`src/rtl/stage_mem0.sv`:
```
// MEM0 pipeline stage: latches execute results and issues one data-cache request per memory op.
// Optional misaligned-access trapping is enabled by defining MEM0_ALIGN_CHECK_EN.
package stage_mem0_pkg;
    typedef enum logic [3:0] {
        EC_IALIGN  = 4'd0,
        EC_IFAULT  = 4'd1,
        EC_ILLEGAL = 4'd2,
        EC_BREAK   = 4'd3,
        EC_LALIGN  = 4'd4,
        EC_LFAULT  = 4'd5,
        EC_SALIGN  = 4'd6,
        EC_SFAULT  = 4'd7,
        EC_ECALL   = 4'd11
    } ecause_t;
endpackage

module stage_mem0
    import stage_mem0_pkg::*;
(
    input  logic        clk_core,
    input  logic        reset_n,
    input  logic        ex_valid,
    input  logic        ex_exc,
    input  ecause_t     ex_exc_cause,
    input  logic [31:2] ex_pc,
    input  logic [31:0] ex_data0,
    input  logic [31:0] ex_data1,
    input  logic        ex_mem_read,
    input  logic        ex_mem_write,
    input  logic        ex_mem_extend,
    input  logic [1:0]  ex_mem_width,
    input  logic [4:0]  ex_wb_reg,
    output logic        mem0_stall,
    output logic        mem0_valid,
    output logic        mem0_exc,
    output ecause_t     mem0_exc_cause,
    output logic [31:2] mem0_pc,
    output logic [31:0] mem0_data,
    output logic        mem0_mem_read,
    output logic        mem0_mem_extend,
    output logic [1:0]  mem0_mem_width,
    output logic [1:0]  mem0_byte_off,
    output logic [4:0]  mem0_wb_reg,
    input  logic        mem1_stall,
    output logic        dc_req,
    output logic        dc_we,
    output logic [31:2] dc_addr,
    output logic [3:0]  dc_be,
    output logic [31:0] dc_wdata,
    input  logic        dc_ready,
    input  logic        csr_kill,
    input  logic        wb_exc,
    output logic        mem0_fwd_valid,
    output logic        mem0_fwd_stall,
    output logic [31:0] mem0_fwd_data
);

    typedef enum logic [1:0] {
        IDLE  = 2'd0,
        ISSUE = 2'd1,
        ACKED = 2'd2
    } state_t;

    state_t      state;
    logic        valid;
    logic        exc;
    ecause_t     cause;
    logic [31:2] pc;
    logic [31:0] data0;
    logic [31:0] data1;
    logic        mem_read;
    logic        mem_write;
    logic        mem_extend;
    logic [1:0]  mem_width;
    logic [4:0]  wb_reg;

    logic        capture;
    logic        ex_mem;
    logic        ex_misalign;
    logic        exc_next;
    ecause_t     cause_next;
    logic [1:0]  off;

    assign ex_mem  = ex_mem_read | ex_mem_write;
    assign capture = ~mem0_stall | csr_kill;

`ifdef MEM0_ALIGN_CHECK_EN
    always_comb begin
        ex_misalign = 1'b0;
        case (ex_mem_width)
            2'd0:    ex_misalign = 1'b0;
            2'd1:    ex_misalign = ex_data0[0];
            default: ex_misalign = |ex_data0[1:0];
        endcase
    end

    assign off = data0[1:0];
`else
    assign ex_misalign = 1'b0;

    // Without trapping, misaligned low bits are simply ignored for half/word.
    always_comb begin
        off = '0;
        case (mem_width)
            2'd0:    off = data0[1:0];
            2'd1:    off = {data0[1], 1'b0};
            default: off = '0;
        endcase
    end
`endif

    assign exc_next   = ex_exc | (ex_valid & ex_mem & ex_misalign);
    assign cause_next = ex_exc ? ex_exc_cause : (ex_mem_write ? EC_SALIGN : EC_LALIGN);

    always_ff @(posedge clk_core) begin
        if (!reset_n) begin
            valid <= 1'b0;
            exc   <= 1'b0;
            state <= IDLE;
        end else if (capture) begin
            valid <= ex_valid;
            exc   <= exc_next;
            state <= (ex_valid & ~exc_next & ex_mem) ? ISSUE : IDLE;
        end else if (state == ISSUE && dc_req && dc_ready) begin
            state <= ACKED;
        end
    end

    always_ff @(posedge clk_core) begin
        if (capture) begin
            cause      <= cause_next;
            pc         <= ex_pc;
            data0      <= ex_data0;
            data1      <= ex_data1;
            mem_read   <= ex_mem_read;
            mem_write  <= ex_mem_write;
            mem_extend <= ex_mem_extend;
            mem_width  <= ex_mem_width;
            wb_reg     <= ex_wb_reg;
        end
    end

    assign dc_req  = (state == ISSUE) & ~csr_kill & ~wb_exc;
    assign dc_we   = mem_write;
    assign dc_addr = data0[31:2];

    always_comb begin
        dc_be    = 4'b1111;
        dc_wdata = data1;
        case (mem_width)
            2'd0: begin
                dc_be    = 4'b0001 << off;
                dc_wdata = {4{data1[7:0]}};
            end
            2'd1: begin
                dc_be    = 4'b0011 << off;
                dc_wdata = {2{data1[15:0]}};
            end
            default: begin
                dc_be    = 4'b1111;
                dc_wdata = data1;
            end
        endcase
    end

    assign mem0_stall = (valid & (((state == ISSUE) & ~(dc_ready & dc_req)) | mem1_stall))
                      | (exc & mem1_stall);

    assign mem0_valid      = valid & ~mem0_stall & ~exc & ~csr_kill;
    assign mem0_exc        = exc & ~csr_kill;
    assign mem0_exc_cause  = cause;
    assign mem0_pc         = pc;
    assign mem0_data       = data0;
    assign mem0_mem_read   = mem_read;
    assign mem0_mem_extend = mem_extend;
    assign mem0_mem_width  = mem_width;
    assign mem0_byte_off   = off;
    assign mem0_wb_reg     = wb_reg;

    assign mem0_fwd_valid = valid & ~exc;
    assign mem0_fwd_stall = mem_read;
    assign mem0_fwd_data  = data0;

endmodule

```
`config.mk`:
```
export PLATFORM = sky130hd
export DESIGN_NAME = stage_mem0
export DESIGN_NICKNAME = d
export VERILOG_FILES = /design/src/rtl/stage_mem0.sv
export SDC_FILE = /design/constraint.sdc
export NUM_CORES = 1
export LEC_CHECK = 0
export ABC_AREA = 0
export CORE_ASPECT_RATIO = 1.25
export CORE_UTILIZATION = 32
export DETAILED_ROUTE_END_ITERATION = 10
export PLACE_DENSITY = 0.82
export SYNTH_ARGS = -nofsm -noshare
export SYNTH_HDL_FRONTEND = slang
export SYNTH_SLANG_ARGS = --single-unit
```
`constraint.sdc`:
```
create_clock -name clk_core -period 3.4 [get_ports clk_core]
set_input_delay 0.51 -clock clk_core [delete_from_list [all_inputs] [get_ports clk_core]]
set_output_delay 0.51 -clock clk_core [all_outputs]
set_load 0.005 [all_outputs]
```
## Yosys cells after proc, flatten, opt, wreduce, memory -nomap -nowiden

Cells that the tools add are included.

| operators by class | value |
|---|---|
| equal/unequal tests | 2 |
| shifts and indexed selects | 2 |
| multiplexer cells | 8 |
| bitwise logic cells | 23 |
| reductions and logical operators | 4 |

Operators by type and width:

| operator | number |
|---|---|
| 32-bit case mux with 2 select lines | 1 |
| 1-bit AND | 13 |
| 4-bit case mux with 2 select lines | 1 |
| 2-bit two-way mux | 3 |
| 1-bit inverter | 6 |
| 2-bit by 1-bit == test with 1-bit output (second input constant) | 2 |
| 4-bit two-way mux | 1 |
| 1-bit OR | 4 |
| 2-bit case mux with 2 select lines | 1 |
| 1-bit by 2-bit left shift with 4-bit output (first input constant) | 1 |
| 2-bit by 2-bit left shift with 4-bit output (first input constant) | 1 |
| 1-bit logical AND | 2 |
| 2-bit zero test | 1 |
| 2-bit nonzero test | 1 |
| 1-bit two-way mux | 1 |

| storage, ports and cells | value |
|---|---|
| register bits | 112 |
| input bits | 116 |
| output and inout bits | 182 |

## Longest topological paths before layout

| logic depth | value |
|---|---|
| depth in word-level cells | 13 |
| mapped depth | 4 |
| depth with buffers taken out | 3 |

## Worst setup path after synthesis

OpenSTA, ideal clock, no wires.

| path | value |
|---|---|
| path type | input to register |
| start | in csr_kill |
| end | reg data1[0], enable pin |
| library setup time | 0.461 ns |
| arrival time | 3.099 ns |
| path slack | -0.160 ns |
| cell stages on the path | 3 |
| cells stage by stage | nor4b_2 > a2111oi_4 > inv_1 |

| on the way | value |
|---|---|
| word-level cells in the longest chain between the ends | 11 |

Ends and longest elaborated chain:

| element | RTL line | text |
|---|---|---|
| from (decl) | 51 | `input logic csr_kill,` |
| 1-bit inverter | 143 | `assign dc_req = (state == ISSUE) & ~csr_kill & ~wb_exc;` |
| 1-bit AND (2 in a row) | 143 |  |
| 1-bit AND | 166 | `assign mem0_stall = (valid & (((state == ISSUE) & ~(dc_ready & dc_req)) \| mem1_stall))` |
| 1-bit inverter | 166 |  |
| 1-bit AND | 166 |  |
| 1-bit OR | 166 |  |
| 1-bit AND | 166 |  |
| 1-bit OR | 167 | `\| (exc & mem1_stall);` |
| 1-bit inverter | 85 | `assign capture = ~mem0_stall \| csr_kill;` |
| 1-bit OR (*) | 85 |  |
| net capture | 77 | `logic capture;` |
| to (signal assigned) | 134 | `data1 <= ex_data1;` |
| to (decl) | 70 | `logic [31:0] data1;` |

The timed path passes the listed nets; every way through them passes the cells marked *.
A chain may end at the register's enable or synchronous reset.

## Worst setup path after layout

| path | value |
|---|---|
| start | in csr_kill |
| end | out mem0_valid |

| on the way | value |
|---|---|
| word-level cells in the longest chain between the ends | 13 |

Ends and longest elaborated chain:

| element | RTL line | text |
|---|---|---|
| 1-bit inverter (*) | 143, 169 |  |
| 1-bit AND (2 in a row) | 143 |  |
| 1-bit AND | 166 |  |
| 1-bit inverter | 166 |  |
| 1-bit AND | 166 |  |
| 1-bit OR | 166 |  |
| 1-bit AND | 166 |  |
| 1-bit OR | 167 |  |
| 1-bit inverter | 169 | `assign mem0_valid = valid & ~mem0_stall & ~exc & ~csr_kill;` |
| 1-bit AND (2 in a row) | 169 |  |
| 1-bit AND (*) | 169 |  |
| to (decl) | 34 | `output logic mem0_valid,` |

Mark *: on every way between the ends. The rest lies on a longest branch, timed or not.

==> results.sh <==
export IMPL_p_int_w=0.00261
export IMPL_die_y_microns=134
export IMPL_yosys_warnings=0
export IMPL_gp_congestion=0.813
export IMPL_clk_latency_ns=0.34
export IMPL_core_region_area_sq_um=13500
export IMPL_worst_ir_drop_vdd_v=0.000242
export IMPL_layout_common_cells="clkdlybuf4s50_1, edfxtp_1, mux2_2"
export IMPL_synth_edf_count=108
export IMPL_finish_net_count=620
export IMPL_swShare_pct=21.0
export IMPL_crit_fanout=7
export IMPL_p_sw_w=0.000694
export IMPL_skew_ns=0.00892
export IMPL_slew_headroom_pct=62.0
export IMPL_synth_top_cell_by_area="edfxtp_1"
export IMPL_outcome="finished clean"
export IMPL_leakage_nw=2.72
export IMPL_pwr_share_seq_pct=50.6
export IMPL_synthCells=267
export IMPL_cp_data_required_time_ns=2.89
export IMPL_vias_per_cell=4.45
export IMPL_grt_overflow=0
export IMPL_ys_ff_latch=112
export IMPL_clockBufferDepth=2
export IMPL_grt_pass1_wl_mm=17.4
export IMPL_post_cts_buffers=0
export IMPL_place_hpwl_mm=9.43
export IMPL_cpMostUsedCell="clkdlybuf4s50_1"
export IMPL_power_density_nw_per_um2=443
export IMPL_synthesis_area_sq_um=4480
export IMPL_tns_ns=0
export IMPL_drive_gt1_share_pct=7.66
export IMPL_ys_types=26
export IMPL_drcViolationCount=0
export IMPL_antenna_found_initial=0
export IMPL_cpPeakStageDelay_ns=0.55
export IMPL_rsz0062_at_grt="no"
export IMPL_endpoint_kind="primary output"
export IMPL_path_cells="clkdlybuf4s50_1, nor3b_1, o21a_1, and3b_1, clkdlybuf4s50_1"
export IMPL_ys_seq_area_share_pct=74.2
export IMPL_cts_buffers=9
export IMPL_async_flop_share_pct=0
export IMPL_row_count=47
export IMPL_layout_commonest_cell="clkdlybuf4s50_1"
export IMPL_synth_top_cell_area_share_pct=72.4
export IMPL_wl_per_cell_microns=17.9
export IMPL_crit_family="buffers and inverters"
export IMPL_first_pass_iters=4
export IMPL_n_antenna_cell=0
export IMPL_hold_viol_final=0
export IMPL_initial_utilization_pct=33.3
export IMPL_port_buffers=297
export IMPL_period_share_pct=82.3
export IMPL_report_final_slew_viol_count=0
export IMPL_synth_fp_nets=383
export IMPL_clkPwrFrac_pct=31.3
export IMPL_path_clk_slew_ns=0.07
export IMPL_area_growth_pct=66.4
export IMPL_cts_sinks=112
export IMPL_postSynthAreaPerCell_sq_um=16.8
export IMPL_cts_tree="built"
export IMPL_comb_power_share_pct=18.0
export IMPL_root_buffer="clkbuf_16"
export IMPL_setup_worst_path_class="in -> out"
export IMPL_hold_path_class="reg -> reg"
export IMPL_synth_flop_cell="edfxtp_1"
export IMPL_grt_usage_pct=16.4
export IMPL_vias=3027
export IMPL_routed_wl_mm=12.2
export IMPL_setup_worst_path_start_class="input port"
export IMPL_final_antenna_net_count=0
export IMPL_cap_violations=0
export IMPL_hold_buffers=0
export IMPL_grt_pass1_vias=3121
export IMPL_setup_viol=0
export IMPL_cp_slowest_cell="clkdlybuf4s50_1"
export IMPL_grt_max_degree=109
export IMPL_fmax_mhz=357
export IMPL_cts_repair_resized=0
export IMPL_die_w_microns=108
export IMPL_crit_buf_inv=2
export IMPL_io_pins=298
export IMPL_finalPower_w=0.00330
export IMPL_yosys_top_cells_area="edfxtp_1, buf_4, mux2_2"
export IMPL_arrival_ns=2.29
export IMPL_drt_iter0_drc=91
export IMPL_htree_levels=3
export IMPL_worstMarginPinSlew_ns=0.570
export IMPL_die_area_sq_um=14500
export IMPL_min_period_ns=2.80
==> cell usage after synthesis, types with 2 or more instances <==
| master | number |
|---|---|
| o21ai_0 | 7 |
| mux2i_1 | 11 |
| mux2_2 | 17 |
| and3b_1 | 2 |
| buf_4 | 71 |
| nand2b_1 | 4 |
| inv_1 | 2 |
| nor3_1 | 2 |
| nor2b_1 | 3 |
| and2_1 | 3 |
| a21oi_1 | 2 |
| nor2_1 | 5 |
| clkbuf_1 | 2 |
| buf_2 | 2 |
| edfxtp_1 | 108 |
| dfxtp_1 | 4 |
| nand2_1 | 12 |
| o21ai_1 | 2 |
==> cell families (layout without fill, tap and decap cells) <==
kind of cell | count (synthesis) | in the layout | share of synthesized area (%)
compound gates | 14 | 14 | 2.18
buf+inv | 77 | 319 | 12.5
flops | 112 | 112 | 74.2
mux | 28 | 28 | 6.73
simple gates | 36 | 36 | 4.41
==> tightest hold or removal path, cell delays in order (launching register included) <==
cell	delay, ns
dfxtp_1	0.33
nand2_1	0.07
mux2i_1	0.07
==> power by group through the flow <==
stage,Combinational (W),Sequential [W],Clock [W]
after detailed placement,0.000599,0.00170,0
after global routing,0.000629,0.00168,0.00112
after floorplan,0.000178,0.00170,0
after CTS,0.000603,0.00167,0.00108
after global placement,0.000587,0.00170,0
final,0.000595,0.00167,0.00104
==> per-stage QoR <==
step	worst slack [ns]	utilization, %	instance area, sq um	instances	hold slack, ns
after global routing	0.560	55.3	7450	680	0.534
final	0.601	55.3	7450	680	0.529
after detailed placement	0.653	53.2	7160	664	0.515
after CTS	0.626	55.3	7450	680	0.527
after global placement	0.745	53.2	7160	664	0.464
after floorplan	0.0716	-	4480	267	0.446
==> per-layer routing <==
metal | share of wire, % | GRT usage (%)
met2 | 55 | 30.8
met1 | 35 | 16.3
met5 | 0 | 0
met4 | 3.1 | 8.52
met3 | 7.0 | 4.32
==> cell type report <==
class	count	area, sq um
clock buffers	9	225
well taps	171	214
clock inverters	7	67.6
multi-input cells	78	597
inverters	2	11.3
fillers	1084	6010
flip-flops and latches	112	3320
repair buffers	301	3020
==> path summary, 6_finish.rpt <==
kind | from | end | slack, ns | cells after the start
setup / recovery | csr_kill | mem0_valid | 0.60 | 5
hold / removal | valid | valid | 0.53 | 2
setup reg to reg | state[1] | mem0_data[29] | 1.35 | 4
hold reg to reg | valid | valid | 0.53 | 2
No activity file was read; power rests on OpenSTA's default activity.
